### config.mk
export PLATFORM = sky130hd
export DESIGN_NAME = z80_bus_responder
export DESIGN_NICKNAME = d
export VERILOG_FILES = /design/src/rtl/z80_bus_pkg.sv /design/src/rtl/z80_bus_decode.sv /design/src/rtl/z80_bus_responder.sv
export SDC_FILE = /design/constraint.sdc
export NUM_CORES = 1
export LEC_CHECK = 0
export ABC_AREA = 1
export CAP_MARGIN = 25
export CELL_PAD_IN_SITES_DETAIL_PLACEMENT = 1
export CELL_PAD_IN_SITES_GLOBAL_PLACEMENT = 2
export CORE_MARGIN = 2
export CORE_UTILIZATION = 25
export DETAILED_ROUTE_END_ITERATION = 6
export HOLD_SLACK_MARGIN = 0.1
export MAX_ROUTING_LAYER = met4
export PLACE_DENSITY_LB_ADDON = 0.05
export SLEW_MARGIN = 0
export SYNTH_ARGS = -nofsm -noshare
export SYNTH_HDL_FRONTEND = slang
export SYNTH_SLANG_ARGS = --single-unit
### constraint.sdc
create_clock -name clk -period 2.4 [get_ports clk]
set_input_delay 0.48 -clock clk [delete_from_list [all_inputs] [get_ports clk]]
set_output_delay 0.48 -clock clk [all_outputs]
set_load 0.005 [all_outputs]
### src/rtl/z80_bus_pkg.sv
// Shared types for the Z80 bus responder: FSM states, decoded access kinds
// and the reset/float data values.
package z80_bus_pkg;

  typedef enum logic [2:0] {
    IDLE,
    MEM_RD,
    MEM_WR,
    IO_RD,
    IO_WR,
    INTA,
    HOLD
  } bus_state_t;

  typedef enum logic [2:0] {
    ACC_NONE,
    ACC_MEM_RD,
    ACC_MEM_WR,
    ACC_IO_RD,
    ACC_IO_WR,
    ACC_INTA
  } access_t;

  localparam logic [7:0] FLOAT_DATA_DEFAULT = 8'hFF;
  localparam logic [7:0] RESET_DATA         = 8'hFF;

  function automatic logic is_read_state(input bus_state_t s);
    return (s == MEM_RD) || (s == IO_RD);
  endfunction

endpackage

### src/rtl/z80_bus_decode.sv
// Combinational strobe decoder: classifies the current CPU bus strobes into
// an access kind, with interrupt acknowledge taking priority.
module z80_bus_decode
  import z80_bus_pkg::*;
(
  input  logic    m1_n,
  input  logic    mreq_n,
  input  logic    iorq_n,
  input  logic    rd_n,
  input  logic    wr_n,
  input  logic    rfsh_n,
  output access_t access
);

  always_comb begin
    access = ACC_NONE;
    if (!m1_n && !iorq_n)
      access = ACC_INTA;
    // refresh cycles drive mreq_n low with rfsh_n low and must fall through
    else if (!mreq_n && rfsh_n && !rd_n)
      access = ACC_MEM_RD;
    else if (!mreq_n && rfsh_n && !wr_n)
      access = ACC_MEM_WR;
    else if (!iorq_n && m1_n && !rd_n)
      access = ACC_IO_RD;
    else if (!iorq_n && m1_n && !wr_n)
      access = ACC_IO_WR;
  end

endmodule

### src/rtl/z80_bus_responder.sv
// Z80 bus responder: turns CPU strobes into handshaked memory/I/O backend
// requests, stretching the CPU with wait_n until the backend answers.
module z80_bus_responder
  import z80_bus_pkg::*;
#(
  parameter int         TIMEOUT    = 255,
  parameter logic [7:0] FLOAT_DATA = FLOAT_DATA_DEFAULT
) (
  input  logic        clk,
  input  logic        reset,
  input  logic        m1_n,
  input  logic        mreq_n,
  input  logic        iorq_n,
  input  logic        rd_n,
  input  logic        wr_n,
  input  logic        rfsh_n,
  input  logic [15:0] A,
  input  logic [7:0]  dout,
  output logic        wait_n,
  output logic [7:0]  di,
  input  logic [7:0]  int_vector,
  output logic        mem_req,
  output logic        mem_we,
  output logic [15:0] mem_addr,
  output logic [7:0]  mem_wdata,
  input  logic        mem_ack,
  input  logic [7:0]  mem_rdata,
  output logic        io_req,
  output logic        io_we,
  output logic [7:0]  io_addr,
  output logic [7:0]  io_wdata,
  input  logic        io_ack,
  input  logic [7:0]  io_rdata
);

  localparam logic [15:0] TIMEOUT_W = 16'(TIMEOUT);

  access_t    access;
  bus_state_t state_reg, state_next;
  logic        wait_n_reg, wait_n_next;
  logic [7:0]  di_reg, di_next;
  logic        mem_req_reg, mem_req_next;
  logic        mem_we_reg, mem_we_next;
  logic [15:0] mem_addr_reg, mem_addr_next;
  logic [7:0]  mem_wdata_reg, mem_wdata_next;
  logic        io_req_reg, io_req_next;
  logic        io_we_reg, io_we_next;
  logic [7:0]  io_addr_reg, io_addr_next;
  logic [7:0]  io_wdata_reg, io_wdata_next;
  logic [15:0] wait_cnt_reg, wait_cnt_next;
  logic        inta_phase_reg, inta_phase_next;
  logic [15:0] cnt_inc;
  logic        in_mem;
  logic        backend_ack;
  logic [7:0]  backend_rdata;

  z80_bus_decode u_decode (
    .m1_n   (m1_n),
    .mreq_n (mreq_n),
    .iorq_n (iorq_n),
    .rd_n   (rd_n),
    .wr_n   (wr_n),
    .rfsh_n (rfsh_n),
    .access (access)
  );

  always_ff @(posedge clk or posedge reset) begin
    if (reset) begin
      state_reg      <= IDLE;
      wait_n_reg     <= 1'b1;
      di_reg         <= RESET_DATA;
      mem_req_reg    <= 1'b0;
      mem_we_reg     <= 1'b0;
      mem_addr_reg   <= '0;
      mem_wdata_reg  <= '0;
      io_req_reg     <= 1'b0;
      io_we_reg      <= 1'b0;
      io_addr_reg    <= '0;
      io_wdata_reg   <= '0;
      wait_cnt_reg   <= '0;
      inta_phase_reg <= 1'b0;
    end else begin
      state_reg      <= state_next;
      wait_n_reg     <= wait_n_next;
      di_reg         <= di_next;
      mem_req_reg    <= mem_req_next;
      mem_we_reg     <= mem_we_next;
      mem_addr_reg   <= mem_addr_next;
      mem_wdata_reg  <= mem_wdata_next;
      io_req_reg     <= io_req_next;
      io_we_reg      <= io_we_next;
      io_addr_reg    <= io_addr_next;
      io_wdata_reg   <= io_wdata_next;
      wait_cnt_reg   <= wait_cnt_next;
      inta_phase_reg <= inta_phase_next;
    end
  end

  always_comb begin
    state_next      = state_reg;
    wait_n_next     = wait_n_reg;
    di_next         = di_reg;
    mem_req_next    = mem_req_reg;
    mem_we_next     = mem_we_reg;
    mem_addr_next   = mem_addr_reg;
    mem_wdata_next  = mem_wdata_reg;
    io_req_next     = io_req_reg;
    io_we_next      = io_we_reg;
    io_addr_next    = io_addr_reg;
    io_wdata_next   = io_wdata_reg;
    wait_cnt_next   = wait_cnt_reg;
    inta_phase_next = inta_phase_reg;
    cnt_inc         = wait_cnt_reg + 16'd1;
    in_mem          = (state_reg == MEM_RD) || (state_reg == MEM_WR);
    backend_ack     = in_mem ? mem_ack : io_ack;
    backend_rdata   = in_mem ? mem_rdata : io_rdata;

    case (state_reg)
      IDLE: begin
        wait_cnt_next   = '0;
        inta_phase_next = 1'b0;
        if (access != ACC_NONE) begin
          wait_n_next    = 1'b0;
          mem_addr_next  = A;
          mem_wdata_next = dout;
          io_addr_next   = A[7:0];
          io_wdata_next  = dout;
        end
        case (access)
          ACC_MEM_RD: begin state_next = MEM_RD; mem_req_next = 1'b1; mem_we_next = 1'b0; end
          ACC_MEM_WR: begin state_next = MEM_WR; mem_req_next = 1'b1; mem_we_next = 1'b1; end
          ACC_IO_RD:  begin state_next = IO_RD;  io_req_next  = 1'b1; io_we_next  = 1'b0; end
          ACC_IO_WR:  begin state_next = IO_WR;  io_req_next  = 1'b1; io_we_next  = 1'b1; end
          ACC_INTA:   begin state_next = INTA;   di_next      = int_vector; end
          default: ;
        endcase
      end

      // ack is checked before the timeout so a last-moment answer still wins
      MEM_RD, MEM_WR, IO_RD, IO_WR: begin
        if (backend_ack || (cnt_inc >= TIMEOUT_W)) begin
          state_next   = HOLD;
          wait_n_next  = 1'b1;
          mem_req_next = 1'b0;
          mem_we_next  = 1'b0;
          io_req_next  = 1'b0;
          io_we_next   = 1'b0;
          if (is_read_state(state_reg))
            di_next = backend_ack ? backend_rdata : FLOAT_DATA;
        end else begin
          wait_cnt_next = cnt_inc;
        end
      end

      INTA: begin
        if (inta_phase_reg) begin
          wait_n_next = 1'b1;
          state_next  = HOLD;
        end else begin
          inta_phase_next = 1'b1;
        end
      end

      // wait for the CPU to end the cycle so one access yields one request
      HOLD: begin
        if (mreq_n && iorq_n)
          state_next = IDLE;
      end

      default: state_next = IDLE;
    endcase
  end

  assign wait_n    = wait_n_reg;
  assign di        = di_reg;
  assign mem_req   = mem_req_reg;
  assign mem_we    = mem_we_reg;
  assign mem_addr  = mem_addr_reg;
  assign mem_wdata = mem_wdata_reg;
  assign io_req    = io_req_reg;
  assign io_we     = io_we_reg;
  assign io_addr   = io_addr_reg;
  assign io_wdata  = io_wdata_reg;

endmodule

==> metrics.txt, run 1 <==
status complete, no violations; Total Die Area 0.0141 sq mm; relative max-transition margin 71.1%; initial antenna violation count 0; endpoints failing setup 0; area of the core 0.0127 sq mm; port bufs 110; crit path time final 2.13 ns; vias 3202; Synth area leaders dfrtp_1 (36%), nand2_1 (21%), dfstp_2 (7.2%), nor2_1 (5.1%), nand3_1 (4.1%); # IOs 111; final hold violations 0; root buffer cell clkbuf_16; Fillers 1595; Synth Register Bits 57; Yosys Warn Count 0; Pwr Density 1170 mW/mm^2; initial DRC count 185; Avg WL per Cell 14.2 um; Post-Route Setup TNS 0 ns; Fin Hold WS 0.463 ns; cell taking the most area after synthesis dfrtp_1; syn_nets 507; busiest grt layer met2; GP Congestion 0.766; Hold Path Class flip-flop to flip-flop; Max Fclk 0.470 GHz; Synth top area share 36.5%; Synth async-reset ratio 100%; height of the die 119 um; Sink Count 57; post-route ant nets 0; Gate Count Post-Synth 447; nets@finish 620; Worst Path Required 2.61 ns; Post-synth top cells nand2_1 (184), dfrtp_1 (48), nor2_1 (45); Worst Tran Pin Value 0.432 ns; synth unique cells 32; worst-skew pair later-pin latency 0.33 ns; critical path class flip-flop to flip-flop; number of enable flip-flop cells after synthesis 0; layout cells sized above 1 11.7%; FP Rows 41; DP Wirelength 7.78 mm; Routed WL 10.4 mm; largest net degree at the start of global routing 58; Worst EP arrival 2.34 ns; final worst path period share 88.7%; Global Route Usage Sum 16.2%; CP Capture Type flip-flop; Die Span X 119 um; Hold-fix buffers, CTS 0; clk_skew 0.00710 ns; TritonCTS clock tree built; deepest clock path buffer count 2; most frequent cell after synthesis nand2_1; Synth Area per Inst 7.37 sq um; Inserted Clock Buffers 9; maximum VDD drop 429 uV; maximum capacitance violations 0; DRT Pass-1 Iters 4; number of global-route vias before repair 3475; vias per cell 4.34; CTS clk-pin slew, worst paths 0.05 ns; antenna cell count 0; critical path fanouts, max 8; met2 Usage GRT 26.3%; Initial Util 25.9%; M3 GR Usage 4.05%; Tot Pwr 5.72 mW; dominant synthesized flop cell dfrtp_1; critical path startpoint category flip-flop; Slew Viols, Final 0; DRC 0; LEAKAGE 2.27 nW; RSZ-0062 raised after global routing no; Max H-tree Level 3; P&R area growth vs syn 48.0%; met1 usage 19.6%; mapped cell area 0.00329 sq mm; first-pass GRT wire length 17.5 mm; gr ovfl total 0; sequential cell area fraction in the yosys report 43.7%
[through the flow]
stage	utilization [%]	area (sq um)	cells	setup WS, ns
2_1_floorplan	-	3290	447	0.535
3_3_place_gp	35.8	4560	719	0.0220
3_5_place_dp	35.8	4560	719	-0.00530
4_1_cts	38.0	4830	735	0.168
5_1_grt	38.3	4870	737	0.0427
6_report	38.3	4870	737	0.271
[layer usage]
layer	vias up	part of all wire (%)
met3	11	4.8
met1	1483	46
li1	1629	-
met5	-	0
met4	0	1.4
met2	79	47
[cells by family after synthesis]
kind of cell,Yosys count,share of synthesized area [%]
and+or+nand+nor,291,39.0
buffers and inverters,62,9.42
DFF,57,43.7
AOI/OAI and AO/OA,31,6.08
xor gates and xnor gates,4,1.06
adders and majority gates,2,0.760
[critical path, stage by stage (launching register included)]
cell,delay (ns)
dfrtp_1,0.39
ha_1,0.21
nand2_2,0.11
nor2_4,0.13
xor2_1,0.20
nand2_1,0.07
nor2_1,0.13
nand2_1,0.14
nand4_4,0.16
buf_4,0.18
nand2_1,0.12
nand2_1,0.08
o21ai_0,0.08
[report_power, final]
| part | leakage (nW) | total, mW | internal [mW] | switching, mW |
|---|---|---|---|---|
| Clock | 0.135 | 1.19 | 0.722 | 0.465 |
| Combinational | 1.42 | 2.91 | 1.42 | 1.49 |
| Sequential | 0.716 | 1.62 | 1.37 | 0.253 |
| Total | 2.27 | 5.72 | 3.51 | 2.21 |
[cell usage in the layout, fill, tap and decap left out, drive strengths merged]
master / instances
or2: 1
nand3: 28
nor2: 54
o21ai: 11
nand3b: 1
a41oi: 8
dfstp: 9
xor2: 3
clkinvlp: 1
xnor2: 1
ha: 2
clkbuf: 11
clkdlybuf4s50: 110
o21bai: 2
buf: 16
clkinv: 5
nor3: 1
inv: 37
o211ai: 2
nand4: 12
nand2: 194
a21oi: 8
dfrtp: 48
[area by class of cell]
class	count	area [sq um]	area share, %
tap	172	215	4.41
multi-input combinational	328	1560	32.0
clock inverter	5	31.3	0.642
sequential	57	1440	29.5
timing repair buffer	126	1250	25.6
clock buffer	11	243	4.98
inverter	38	143	2.93
[final timing paths]
kind / start / to / slack, ns / cells past startpoint
setup / recovery: wait_cnt_reg[0] / io_we / 0.27 / 12
hold / removal: di[1] / di[1] / 0.46 / 2
setup reg to reg: wait_cnt_reg[0] / io_we / 0.27 / 12
hold reg to reg: di[1] / di[1] / 0.46 / 2
max in group asynchronous: reset / di[6] / 1.55 / 3
min in group asynchronous: reset / wait_cnt_reg[11] / 0.54 / 3
[what timing repair did]
action	4_1_cts	5_1_grt
buffers inserted	0	2
endpoints found under the setup margin	0	12
resized for setup	0	2
(Power assumes the default switching activity.)
==> inputs of run 2 (changes only) <==
TNS_END_PERCENT = 20   (was default)
==> results of run 2 <==
Final layout, timing and power as in run 1 (identical DEF).
==> edit 1, RTL diff (settings of run 1) <==
The 7 states of `bus_state_t` get a one-hot encoding in 7 bits.
--- a/src/rtl/z80_bus_pkg.sv
+++ b/src/rtl/z80_bus_pkg.sv
@@ -2,14 +2,14 @@
 // and the reset/float data values.
 package z80_bus_pkg;
 
-  typedef enum logic [2:0] {
-    IDLE,
-    MEM_RD,
-    MEM_WR,
-    IO_RD,
-    IO_WR,
-    INTA,
-    HOLD
+  typedef enum logic [6:0] {
+    IDLE   = 7'b0000001,
+    MEM_RD = 7'b0000010,
+    MEM_WR = 7'b0000100,
+    IO_RD  = 7'b0001000,
+    IO_WR  = 7'b0010000,
+    INTA   = 7'b0100000,
+    HOLD   = 7'b1000000
   } bus_state_t;
 
   typedef enum logic [2:0] {
Function: no difference found for any inputs over 4 cycles, from zero or initial values and one cycle with reset high; so few cycles prove little.
==> edit 1 against run 1 <==
- critical endpoint is now mem_req
- die area rose by 6.6%
- power increased by 0.55%
- highest routed layer unchanged
- final area up 5.0%
- worst setup slack better by 3.6 ps
- synthesized area grew 6.8%
- routed wire length rose by 2.4%
- final cell count increased by 2.2%
- sequential cell count rose by 4
- hold slack better by 1.6 ps
- clock skew is 3.1 ps lower
- combinational power down 9.3%
==> edit 1: results (changes against run 1) <==
Run status:
- The run finished with clean final reports.

Routing:
- The total via count in the routed design came to 3,262 (+1.9%).
- The met1 wire length is 4770 um (-1.4%).
- The detailed-route vias per instance is 4.33 (-0.29%).
- The final routed wirelength across all metal layers was 10,700 um (+2.4%).
- The routed wire length on met3 was 356 um (-29%).
- The met2 wire length is 5400 um (+9.1%).
- The first-pass iteration count of the detailed router came to 4 (unchanged).
- The number of design-rule violations left by the first detailed-router iteration was 132 (-29%).

Power:
- The switching power share of the total is 0.355 (-0.0307).
- The power in sequential cells is 1.68 mW (+4%).
- The maximum resistive drop on vdd is 0.453 mV (+5.4%).
- The clock group power was 1.43 mW (+20%).
- The leakage power of the design was 2.39 nW (+5.2%).
- The relative contribution of the clock network to total power is 0.249 (+0.042).

Placement:
- The HPWL after detailed placement is 8250 um (+6.1%).
- The placed instance count came to 737 (+2.5%).
- The pre-CTS setup slack is 65.1 ps (+70.4 ps).
- The final weighted congestion in routability-driven placement is 0.757 (-1.2%).
- The area after detailed placement is 4780 sq um (+4.9%).

Setup path:
- The critical path starts at wait_cnt_reg[1].
- The critical path ends at mem_req.
- The critical path data arrival time is 2390 ps (+50 ps).
- The highest cell delay on the worst timing path came to 410 ps (+20 ps).
- The critical-path maximum fanout is 9 (+1).
- On the critical path, the stage with the largest delay is an instance of dfrtp_2.
- The launching point of the worst reg2reg path is wait_cnt_reg[1].
- The number of cell instances on the worst register-to-register path was 14 (+2).

Global route:
- The via count of the first global-routing pass is 3,376 (-2.8%).
- The met3 global-route usage is 0.0376 (-0.00290).
- The wire length of the first global-routing pass is 17,500 um (-0.11%).
- The global-route met2 utilization came to 0.257 (-0.00633).
- The overall routing resource usage was 0.158 (-0.00383).
- The global routing usage on met1 is 0.190 (-0.00622).
- The largest net degree at the start of global routing is 30 (-48%).

Synth:
- The commonest cells after synthesis are nand2_1, dfrtp_1, nor2_1.
- In the post-synthesis netlist, the biggest area contributors are dfrtp_1, nand2_1, dfstp_2.
- The share of the yosys chip area belonging to registers is 0.437 (+0.000861).
- The post-synth net total is 520 (+2.6%).
- The post-synthesis instance total came to 460 (+2.9%).
- The distinct cell type count after synthesis came to 33 (+3.1%).

Timing:
- The shortest clock period the worst path allows after layout came to 2130 ps (-3.57 ps).
- The setup skew after layout came to 3.97 ps (-3.13 ps).
- The tightest hold margin is 465 ps (+1.61 ps).
- The final number of max-transition violations is 0 (unchanged).
- The worst max-slew margin expressed relative to the limit is 0.664 (-0.0468).

Hold path:
- For hold timing, the worst endpoint is wait_n.
- The start point of the worst hold path is wait_n.

Final layout:
- The layout net count is 628 (+1.3%).
- The fraction of layout instances using a drive strength above 1 is 0.166 (+0.0490).
- The utilization after layout is 0.370 (-0.0132).
- The count of fill cells added during filler insertion is 1,663 (+4.3%).
==> edit 1: cell count changes in the layout (fill, tap and decap cells not counted), sizes merged, moves of 2 or more <==
cell,run 1,this run
nand2,194,183
nand3,28,39
o21ai,11,22
a41oi,8,0
a21oi,8,11
buf,16,13
dfrtp,48,51
bufinv,0,2
inv,37,39
nand4,12,10
nor3,1,3
o211ai,2,0
==> edit 1: cells by family after synthesis <==
| kind of cell | count (synthesis) | synth area share |
|---|---|---|
| simple gates | 291 | 0.384 |
| buf+inv | 66 | 0.0999 |
| flops | 61 | 0.437 |
| compound gates | 37 | 0.0640 |
| xor+xnor | 3 | 0.00747 |
| fa+ha+maj | 2 | 0.00711 |
==> edit 1: layout make-up <==
| class | count | share of cell area |
|---|---|---|
| Clock buffer | 10 | 0.0467 |
| Timing Repair Buffer | 123 | 0.242 |
| Clock inverter | 6 | 0.0169 |
| Inverter | 40 | 0.0293 |
| Multi-Input combinational cell | 333 | 0.320 |
| Sequential cell | 61 | 0.301 |
| Tap cell | 180 | 0.0440 |
==> edit 2, RTL diff (settings of run 1) <==
Made on the original files. `TIMEOUT`: 255 -> 191.
--- a/src/rtl/z80_bus_responder.sv
+++ b/src/rtl/z80_bus_responder.sv
@@ -3,7 +3,7 @@
 module z80_bus_responder
   import z80_bus_pkg::*;
 #(
-  parameter int         TIMEOUT    = 255,
+  parameter int         TIMEOUT    = 191,
   parameter logic [7:0] FLOAT_DATA = FLOAT_DATA_DEFAULT
 ) (
   input  logic        clk,
Behaviour: same outputs for any inputs over 4 cycles, from zero or initial values and one cycle with reset high; that may be too few to reach the edited logic, so the function may still have changed.
==> edit 2 against run 1 <==
- synthesized cell count fell by 5.8%
- final area fell by 1.2%
- clock skew fell by 0.72 ps
- synthesized area fell by 1.1%
- sequential cell count did not move
- worst setup slack got worse by 19 ps
- routed wire length fell by 5.0%
- power rose by 4.5%
- highest routed layer unchanged
==> edit 2: results (changes against run 1) <==
Final layout:
- The layout net count is 583 (-6.0%).
- The fraction of layout instances using a drive strength above 1 is 0.136 (+0.0195).

Placement:
- The pre-CTS setup slack is 55.9 ps (+61.2 ps).
- The HPWL after detailed placement is 7630 um (-2.0%).
- The final weighted congestion in routability-driven placement is 0.789 (+3.0%).

Synth:
- The xor/xnor share of the synthesized area was 0.00807 (-0.00257).
- The distinct cell type count after synthesis is 39 (+22%).
- The share of the yosys chip area belonging to registers is 0.442 (+0.00503).
- The post-synthesis adder-cell area fraction is 0.00769 (+0.0000876).
- The compound-cell area share of the yosys netlist is 0.0746 (+0.0138).
- By area the synthesized netlist is led by dfrtp_1, nand2_1, dfstp_2.

Clock network:
- The number of buffers created by CTS is 9 (unchanged).

Setup path:
- The critical-path maximum fanout is 14 (+6).
- The highest cell delay on the worst timing path is 430 ps (+40 ps).
- The critical path data arrival time came to 2370 ps (+30 ps).

Timing:
- The setup skew after layout is 6.38 ps (-0.720 ps).
- The transition time of the tightest slew-check pin came to 550 ps (+118 ps).

Routing:
- The number of design-rule violations left by the first detailed-router iteration is 107 (-42%).
- The total via count in the routed design is 3,049 (-4.8%).
- The routed length per placed instance came to 14.2 um (about the same).

Power:
- The maximum resistive drop on vdd is 0.458 mV (+6.6%).
- The leakage power of the design is 2.18 nW (-3.9%).

Run status:
- The run finished with clean final reports.

Global route:
- The largest net degree at the start of global routing was 26 (-55%).
- The via count of the first global-routing pass is 3,195 (-8.1%).
- The overall routing resource usage is 0.154 (-0.00720).
## edit 2: cells by family after synthesis
family,after synthesis
and+or+nand+nor,260
adders and majority gates,2
xor gates and xnor gates,3
DFF,57
AOI/OAI and AO/OA,38
buffers and inverters,61
## edit 2: layout make-up
cell class	count	area [sq um]
fill	1526	7850
multi-input combinational	303	1530
sequential	57	1440
timing repair buffer	119	1190
clock buffer	12	267
tap	172	215
inverter	33	124
clock inverter	4	50.0
## edit 2: through the flow
step                instances  hold slack, ps  instance area (sq um)
detailed placement        683             467                   4470
CTS                       699             476                   4780
global placement          683             462                   4470
global route              700             491                   4820
finish                    700             471                   4820
floorplan                 421             457                   3260
## edit 2: worst max-delay path, delay by kind of cell (launching register included)
family,cells,cell delay (ps)
and+or+nand+nor,11,1400
buffers and inverters,1,180
DFF,1,430
## edit 2: report_power, final
| part | total [mW] | switching (mW) | leakage (nW) | internal, mW |
|---|---|---|---|---|
| Combinational | 2.99 | 1.56 | 1.31 | 1.43 |
| Clock | 1.35 | 0.464 | 0.151 | 0.886 |
| Sequential | 1.63 | 0.260 | 0.717 | 1.37 |
## edit 2: routing by layer
metal	global-route usage	routed length [um]
met4	0.0384	109
met3	0.0596	574
met5	-	0
met1	0.186	4480
met2	0.242	4760
## edit 2: what timing repair did
| item | CTS | global route |
|---|---|---|
| hold buffers | 0 | 0 |
| buffers inserted | 0 | 1 |
| endpoints found under the setup margin | 0 | 12 |
| gates resized for setup | 0 | 4 |
## edit 2: final timing paths
kind,startpoint,end
min in group asynchronous,reset,wait_cnt_reg[3]
max in group asynchronous,reset,di[7]
hold reg to reg,di[3],di[3]
hold / removal,di[3],di[3]
setup reg to reg,wait_cnt_reg[7],state_reg[2]
setup / recovery,wait_cnt_reg[7],state_reg[2]
